File: src/rtl/convolution_cfg_pkg.sv
// conv_pkg: shared sizing, latency and default-kernel definitions for convolution_cfg
package conv_pkg;
    localparam int LATENCY = 5;
    localparam int TAPS = 9;
    localparam int CENTER = 4;
    function automatic int acc_w(input int data_w, input int coef_w);
        return data_w + coef_w + 5;
    endfunction
    function automatic int coef_idx(input int r, input int c);
        return r * 3 + c;
    endfunction
    // sharpen: -1 everywhere, 9 at the centre tap
    function automatic int sharpen(input int idx);
        return idx == CENTER ? 9 : -1;
    endfunction
endpackage

File: src/rtl/convolution_cfg_if.sv
// convolution_cfg_if: pixel column stream, shadow coefficient write port and result bus
interface convolution_cfg_if #(
    parameter int DATA_W = 8,
    parameter int COEF_W = 16,
    parameter int OUT_W = 8
);
    import conv_pkg::*;
    localparam int ACC_W = acc_w(DATA_W, COEF_W);
    logic i_valid;
    logic i_done;
    logic [3*DATA_W-1:0] i_data;
    logic coef_we;
    logic [3:0] coef_addr;
    logic signed [COEF_W-1:0] coef_wdata;
    logic o_valid;
    logic o_img_done;
    logic [OUT_W-1:0] o_data;
    logic signed [ACC_W-1:0] o_data_raw;
    modport master (
        output i_valid, i_done, i_data, coef_we, coef_addr, coef_wdata,
        input o_valid, o_img_done, o_data, o_data_raw
    );
    modport slave (
        input i_valid, i_done, i_data, coef_we, coef_addr, coef_wdata,
        output o_valid, o_img_done, o_data, o_data_raw
    );
endinterface

File: src/rtl/convolution_cfg_coef_bank.sv
// conv_coef_bank: shadow/active kernel registers; active reloads from shadow after an image's last column
module conv_coef_bank import conv_pkg::*; #(
    parameter int COEF_W = 16
) (
    input logic clk,
    input logic reset,
    input logic we,
    input logic swap,
    input logic [3:0] addr,
    input logic signed [COEF_W-1:0] wdata,
    output logic [TAPS*COEF_W-1:0] active
);
    logic signed [COEF_W-1:0] shadow [TAPS];
    logic signed [COEF_W-1:0] act [TAPS];
    logic swap_q;
    // The copy lands one edge after the done column so its products still use the old kernel;
    // shadow then already holds any write made in the done cycle.
    always_ff @(posedge clk or negedge reset)
        if (!reset) begin
            swap_q <= 1'b0;
            for (int i = 0; i < TAPS; i++) begin
                shadow[i] <= COEF_W'(sharpen(i));
                act[i] <= COEF_W'(sharpen(i));
            end
        end else begin
            swap_q <= swap;
            if (we && addr < 4'(TAPS)) shadow[addr] <= wdata;
            if (swap_q) act <= shadow;
        end
    always_comb
        for (int i = 0; i < TAPS; i++) active[i*COEF_W +: COEF_W] = act[i];
endmodule

File: src/rtl/convolution_cfg.sv
// convolution_cfg: runtime-programmable 3x3 convolution, 5-stage pipeline with double-buffered kernel
module convolution_cfg import conv_pkg::*; #(
    parameter int DATA_W = 8,
    parameter int COEF_W = 16,
    parameter int OUT_W = 8,
    parameter int SHIFT = 0
) (
    input logic clk,
    input logic reset,
    convolution_cfg_if.slave bus
);
    localparam int ACC_W = acc_w(DATA_W, COEF_W);
    localparam int PROD_W = DATA_W + COEF_W + 1;
    localparam logic signed [ACC_W:0] RND = (ACC_W+1)'((1 << SHIFT) >> 1);
    localparam logic signed [ACC_W:0] MAX = (ACC_W+1)'((1 << OUT_W) - 1);
    logic [DATA_W-1:0] win [3][3];
    logic [1:0] warm;
    logic [LATENCY-1:0] vld, dne;
    logic [TAPS*COEF_W-1:0] coef;
    logic signed [PROD_W-1:0] prod [TAPS];
    logic signed [ACC_W-1:0] row [3];
    logic signed [ACC_W-1:0] total;
    logic signed [ACC_W:0] rounded, shifted;
    conv_coef_bank #(.COEF_W(COEF_W)) u_bank (
        .clk(clk),
        .reset(reset),
        .we(bus.coef_we),
        .swap(bus.i_valid && bus.i_done),
        .addr(bus.coef_addr),
        .wdata(bus.coef_wdata),
        .active(coef)
    );
    always_comb begin
        rounded = (ACC_W+1)'(total) + RND;
        shifted = rounded >>> SHIFT;
    end
    assign bus.o_valid = vld[LATENCY-1];
    assign bus.o_img_done = dne[LATENCY-1];
    always_ff @(posedge clk or negedge reset)
        if (!reset) begin
            win <= '{default: '0};
            warm <= '0;
            vld <= '0;
            dne <= '0;
            prod <= '{default: '0};
            row <= '{default: '0};
            total <= '0;
            bus.o_data <= '0;
            bus.o_data_raw <= '0;
        end else begin
            vld <= {vld[LATENCY-2:0], bus.i_valid && warm == 2'd2};
            dne <= {dne[LATENCY-2:0], bus.i_valid && bus.i_done};
            if (bus.i_valid) begin
                for (int r = 0; r < 3; r++)
                    win[r] <= '{bus.i_data[(2-r)*DATA_W +: DATA_W], win[r][0], win[r][1]};
                warm <= bus.i_done ? 2'd0 : warm + {1'b0, warm != 2'd2};
            end
            for (int r = 0; r < 3; r++)
                for (int c = 0; c < 3; c++)
                    prod[coef_idx(r, c)] <= $signed(coef[coef_idx(r, c)*COEF_W +: COEF_W]) * $signed({1'b0, win[r][c]});
            for (int r = 0; r < 3; r++)
                row[r] <= ACC_W'(prod[r*3]) + ACC_W'(prod[r*3+1]) + ACC_W'(prod[r*3+2]);
            total <= row[0] + row[1] + row[2];
            bus.o_data_raw <= total;
            bus.o_data <= shifted < 0 ? '0 : shifted > MAX ? OUT_W'(MAX) : OUT_W'(shifted);
        end
endmodule

File: src/flat_wrapper.sv
// flat-port wrapper written by rule: the top's interface ports become plain ports
module convolution_cfg_flat import conv_pkg::*;
#(
    parameter int DATA_W = 8,
    parameter int COEF_W = 16,
    parameter int OUT_W = 8,
    parameter int SHIFT = 0
)
  (clk, reset, bus_i_valid, bus_i_done, bus_i_data, bus_coef_we, bus_coef_addr, bus_coef_wdata, bus_o_valid, bus_o_img_done, bus_o_data, bus_o_data_raw);
  convolution_cfg_if #(.DATA_W(DATA_W), .COEF_W(COEF_W), .OUT_W(OUT_W)) bus_i ();
  input logic clk;
  input logic reset;
  input wire logic [$bits(bus_i.i_valid)-1:0] bus_i_valid;
  input wire logic [$bits(bus_i.i_done)-1:0] bus_i_done;
  input wire logic [$bits(bus_i.i_data)-1:0] bus_i_data;
  input wire logic [$bits(bus_i.coef_we)-1:0] bus_coef_we;
  input wire logic [$bits(bus_i.coef_addr)-1:0] bus_coef_addr;
  input wire logic [$bits(bus_i.coef_wdata)-1:0] bus_coef_wdata;
  output wire logic [$bits(bus_i.o_valid)-1:0] bus_o_valid;
  output wire logic [$bits(bus_i.o_img_done)-1:0] bus_o_img_done;
  output wire logic [$bits(bus_i.o_data)-1:0] bus_o_data;
  output wire logic [$bits(bus_i.o_data_raw)-1:0] bus_o_data_raw;
  assign bus_i.i_valid = bus_i_valid;
  assign bus_i.i_done = bus_i_done;
  assign bus_i.i_data = bus_i_data;
  assign bus_i.coef_we = bus_coef_we;
  assign bus_i.coef_addr = bus_coef_addr;
  assign bus_i.coef_wdata = bus_coef_wdata;
  assign bus_o_valid = bus_i.o_valid;
  assign bus_o_img_done = bus_i.o_img_done;
  assign bus_o_data = bus_i.o_data;
  assign bus_o_data_raw = bus_i.o_data_raw;
  convolution_cfg #(.DATA_W(DATA_W), .COEF_W(COEF_W), .OUT_W(OUT_W), .SHIFT(SHIFT)) u_core (.clk(clk), .reset(reset), .bus(bus_i));
endmodule
File: config.mk
export PLATFORM = sky130hd
export DESIGN_NAME = convolution_cfg_flat
export DESIGN_NICKNAME = d
export VERILOG_FILES = /design/src/rtl/convolution_cfg_pkg.sv /design/src/rtl/convolution_cfg_if.sv /design/src/rtl/convolution_cfg_coef_bank.sv /design/src/rtl/convolution_cfg.sv /design/src/flat_wrapper.sv
export SDC_FILE = /design/constraint.sdc
export NUM_CORES = 2
export LEC_CHECK = 0
export ABC_AREA = 1
export CORE_ASPECT_RATIO = 0.5
export CORE_MARGIN = 2
export CORE_UTILIZATION = 70
export DETAILED_ROUTE_END_ITERATION = 8
export PLACE_DENSITY = 0.87
export SYNTH_ARGS = -nofsm -noshare
export SYNTH_HDL_FRONTEND = slang
export SYNTH_HIERARCHICAL = 1
export SYNTH_SLANG_ARGS = --single-unit
File: constraint.sdc
create_clock -name clk -period 8.8 [get_ports clk]
set_input_delay 0.88 -clock clk [delete_from_list [all_inputs] [get_ports clk]]
set_output_delay 0.88 -clock clk [all_outputs]
set_load 0.01 [all_outputs]
### After elaboration in Yosys (flattened, before gate mapping)

Cells that the tools add are included.

| cells by class | value |
|---|---|
| add/subtract/negate cells | 9 |
| multipliers | 9 |
| div/mod/pow operators | 0 |
| magnitude comparators | 5 |
| equality and inequality tests | 2 |
| shift-type cells | 0 |
| mux-type cells | 6 |
| bitwise gates (word level) | 1 |
| reduce and logical (&&, ||, !) cells | 4 |

Operators with widths:

| kind | count |
|---|---|
| $mul A16 B9 Y25 | 9 |
| $bwmux W144 | 1 |
| $add A26 B25 Y27 | 3 |
| $add A25 B25 Y26 | 3 |
| $demux W16 S4 | 1 |
| $add A29 B29 Y29 | 2 |
| $gt A29 B9 Y1 const B | 1 |
| $lt A29 B1 Y1 const B | 1 |
| $mux W16 | 1 |
| $mux W8 | 2 |
| $ge A5 B5 Y1 const B | 1 |
| $lt A5 B1 Y1 const B | 1 |
| $not A4 Y5 | 1 |
| $logic_and A1 B1 Y1 | 4 |
| $lt A4 B4 Y1 const B | 1 |
| $add A2 B1 Y2 | 1 |
| $eq A2 B2 Y1 const B | 1 |
| $mux W2 | 1 |
| $ne A2 B2 Y1 const B | 1 |

| storage, ports and cells | value |
|---|---|
| bits in registers | 751 |
| latch bits | 0 |
| RAM bits | 0 |
| memory bits (read-only) | 0 |
| bits of input ports | 49 |
| output and inout bits | 39 |
| logic and storage cells | 82 |
| memories | 0 |

### Logic depth before layout (Yosys ltp)

| depth | value |
|---|---|
| depth in word-level cells | 6 |
| depth in mapped cells | 23 |
| gate-level depth less buffers | 21 |

### Hierarchy

The synthesis kept the hierarchy.

By module, submodules not included:

| module | instances | cells an instance | area an instance (µm²) | sequential area each (µm²) |
|---|---|---|---|---|
| convolution_cfg | 1 | 9054 | 67968.9 | 11410.9 |
| conv_coef_bank | 1 | 909 | 11314.6 | 7557.2 |

### Worst setup path after synthesis

Ideal clock, no wire load.

| timing | value |
|---|---|
| kind | flip-flop to flip-flop |
| start | register u_core.u_bank.act, in the netlist u_core/u_bank/active[31] |
| end | register u_core/prod[197] (netlist bit) |
| data arrival time | 4194 ps |
| data required time | 8683 ps |
| slack | 4488 ps |
| stages on the path, launching flop included | 18 |
| path buffers | 1 |
| path through | dfstp_2 -> clkbuf_1 -> nand2_1 -> fa_1 -> inv_1 -> fa_1 -> inv_1 -> fa_1 -> inv_1 -> fa_1 -> ha_1 -> nand2_1 -> nor2_1 -> inv_1 -> nor2_1 -> nand4_1 -> nand4_1 -> nand2_1 |

| between the ends | value |
|---|---|
| longest elaborated chain between the ends | 1 |

Ends and longest elaborated chain:

| element | RTL line | text |
|---|---|---|
| start, declared | convolution_cfg_coef_bank.sv:14 | `logic signed [COEF_W-1:0] act [TAPS];` |
| start signal, assigned by index | convolution_cfg_coef_bank.sv:23 | `act[i] <= COEF_W'(sharpen(i));` |
| start signal, assigned | convolution_cfg_coef_bank.sv:28 | `if (swap_q) act <= shadow;` |
| $mul A16 B9 Y25 | convolution_cfg.sv:60 | `prod[coef_idx(r, c)] <= $signed(coef[coef_idx(r, c)*COEF_W +: COEF_W]) * $signed({1'b0, win[r][c]});` |
| end signal, assigned by index | convolution_cfg.sv:60 |  |
| end, declared | convolution_cfg.sv:20 | `logic signed [PROD_W-1:0] prod [TAPS];` |

Every way passes these cells.
A chain may end at the register's enable or synchronous reset.

### Worst setup path after layout

| timing | value |
|---|---|
| start | register u_core/win[16] (netlist bit) |
| end | register u_core/prod[72] (netlist bit) |

| between the ends | value |
|---|---|
| longest elaborated chain between the ends | 1 |

Ends and longest elaborated chain:

| element | RTL line | text |
|---|---|---|
| start, declared | convolution_cfg.sv:16 | `logic [DATA_W-1:0] win [3][3];` |
| start signal, assigned by index | convolution_cfg.sv:55 | `win[r] <= '{bus.i_data[(2-r)*DATA_W +: DATA_W], win[r][0], win[r][1]};` |
| $mul A16 B9 Y25 | convolution_cfg.sv:60 |  |

Every way passes these cells.

==> flow_metrics.tcl <==
set metrics [dict create \
    status "complete, no violations" \
    grt_pass1_vias 63800 \
    die-area_um2 116100 \
    drt_iter0_markers 6618 \
    grt_max_degree 177 \
    max_slew_margin 0.1080 \
    hp-class "primary input to async pin" \
    cts_buffer_depth 3 \
    dp_hpwl_um 165500 \
    die_w_um 479.9 \
    grt-ovfl-total 0 \
    cts_tree "yes" \
    drive_above_1_share 0.06697 \
    root_buffer "clkbuf_16" \
    drt_drc_violations_left 0 \
    crit_arrival_ns 5.47 \
    wl_per_cell_um 18.27 \
    rows 87 \
    grt_pass1_wl_um 335000 \
    synthToLayoutAreaGrowth_pct 5.235 \
    end_kind "flip-flop" \
    worst_skew_pair.late_latency_ns 0.70 \
    fmax_mhz 204.7 \
    r2r_slack_ns 3.92 \
    ios 88 \
    track_usage 0.3685 \
    start_util 0.7044 \
    synth-seq-area-share 0.2392 \
    worst_pin_slew_ns 1.328 \
    dr.max_layer_used "met5" \
    synth_top_area_share 0.2586 \
    antenna_left 0 \
    path_clk_slew_ns 0.07 \
    vias 62830 \
    cap_violations 0 \
    rsz0062_at_grt "no" \
    post-route-min-period_ns 4.885 \
    dr_wl_met3_um 25440 \
    slew_violations 0 \
    worstSetupPathType "flip-flop to flip-flop" \
    dr.pass1.iters 6 \
    place_congestion 0.9856 \
    postCtsResizedCells 0 \
    ys_ff_latch 745 \
    wirelength_met1_um 82610 \
    synth.distinct_cells 39 \
    setup-tns-final_ns 0 \
    start_kind "flip-flop" \
    die_h_um 242.0 \
    required_ns 9.38 \
    netlist_instances 9963 \
    finalSetupViolCount 0 \
    ys.warnings.count 6 \
    io_buffers 87 \
    cp_max_fo 17 \
    cts.sinks 745 \
    postCtsSetupBuffers 0 \
    antenna_found_initial 27 \
    synth.avg_cell_area_um2 7.958 \
    wl_met2_um 90920 \
    core_um2 112600 \
    skew_ns 0.03369 \
    vias_per_cell 5.511 \
    routed_wl_um 208300 \
    syn_area_um2 79280 \
    ctsHoldBuffers 0 \
    syn_nets 11590 \
    cts_made_buffers 73 \
    cts_max_level 3 \
    yosys-top-cells-area "fa_1 26%, dfrtp_1 15%, nand2_1 14%" \
    min_period_over_period 0.5551 \
    final_nets 11420 \
    synth_area_leader_cell "fa_1" \
    hold_viol_final 0 \
]
==> stage by stage <==
step / util / worst slack, ns / cells / hold slack (ns) / instance area [um2]
2_1_floorplan: - / 4.488 / 9963 / 0.3312 / 79280
3_3_place_gp: 0.7177 / 4.092 / 11230 / 0.3324 / 80790
3_5_place_dp: 0.7177 / 4.014 / 11230 / 0.3355 / 80790
4_1_cts: 0.7405 / 3.934 / 11370 / 0.1331 / 83350
5_1_grt: 0.7406 / 3.596 / 11370 / 0.1722 / 83360
6_report: 0.7413 / 3.915 / 11400 / 0.1519 / 83430
==> layout by cell type, fill, tap and decap left out, drive strengths merged, types with 16 or more instances in the layout <==
master	synthesis	layout
fa	1024	1024
buf	75	22
xor2	133	133
dfstp	260	260
diode	0	33
dfrtp	485	485
o21ai	137	137
nor2	373	373
ha	554	554
nand4	93	93
nor3	45	45
a21oi	277	277
a21o	16	16
xnor2	52	52
nand3	369	369
inv	2631	2642
mux2	168	168
clkbuf	276	100
clkdlybuf4s50	0	85
o21bai	25	25
nand2	2931	2931
==> flip-flops by register name (all words and copies together) (netlist names) <==
register / cells
u_core/prod: 225
u_core/u_bank/active: 144
u_core/u_bank/shadow: 144
u_core/row: 81
u_core/win: 72
u_core/bus.o_data_raw: 29
u_core/total: 29
u_core/bus.o_data: 8
u_core/dne: 5
u_core/vld: 5
u_core/warm: 2
u_core/u_bank/swap_q: 1
==> layout make-up <==
cell class / count / area, um2
Antenna cell: 33 / 82.58
Clock inverter: 36 / 442.9
Multi-Input combinational cell: 6236 / 49000
Tap cell: 1513 / 1893
Inverter: 2631 / 9876
Fill cell: 8036 / 29120
Sequential cell: 745 / 18970
Clock buffer: 100 / 2123
Timing Repair Buffer: 107 / 1049
==> layer usage <==
| layer | up-vias | GRT usage |
|---|---|---|
| li1 | 28680 | - |
| met1 | 30440 | 0.5010 |
| met2 | 3116 | 0.5513 |
| met3 | 575 | 0.1204 |
| met4 | 20 | 0.1464 |
| met5 | - | 0 |
==> cells by family (layout without fill, tap and decap cells) <==
family,count (synthesis),after routing,share of synthesized area
AOI/OAI and AO/OA,455,455,0.03011
xor gates and xnor gates,185,185,0.02044
adders and majority gates,1578,1578,0.3460
buffers and inverters,2982,2874,0.1428
DFF,745,745,0.2392
muxes,168,168,0.02386
other,0,33,0
and+or+nand+nor,3850,3850,0.1975
==> cells in the mapped netlist (all sizes together) <==
cell type / instances
dfrtp: 485
dfstp: 260
buf: 75
clkbuf: 276
mux2: 168
nand3b: 15
and3: 1
inv: 2631
nor3: 45
a21oi: 277
o21ai: 137
or2: 2
nor2: 373
ha: 554
and2: 13
xnor2: 52
a21o: 16
nor4: 8
nand4: 93
nand2: 2931
nand3: 369
xor2: 133
o21bai: 25
fa: 1024
==> critical path, stage by stage (launching register included) <==
cell and delay (ns):
dfrtp_1 0.77, nand2_1 0.25, fa_1 0.68, fa_1 0.56, inv_1 0.07, fa_1 0.54
inv_1 0.06, fa_1 0.48, inv_1 0.04, ha_1 0.37, nand2_1 0.07, inv_1 0.13
nand2_1 0.10, nor3_1 0.29, nand3_1 0.16, nand4_1 0.13, nand2_1 0.06
==> path summary, 6_finish.rpt <==
check	to	startpoint	cells past startpoint
setup / recovery	u_core/prod[72]	u_core/win[16]	16
hold / removal	u_core/prod[221]	reset	1
setup reg to reg	u_core/prod[72]	u_core/win[16]	16
hold reg to reg	u_core/dne[1]	u_core/dne[0]	0
max in group asynchronous	u_core/prod[117]	reset	3
min in group clk	u_core/dne[1]	u_core/dne[0]	0
Power is left out: the tool's default activity adds up to more than one toggle a clock period on the data nets, which glitch-free logic cannot reach.
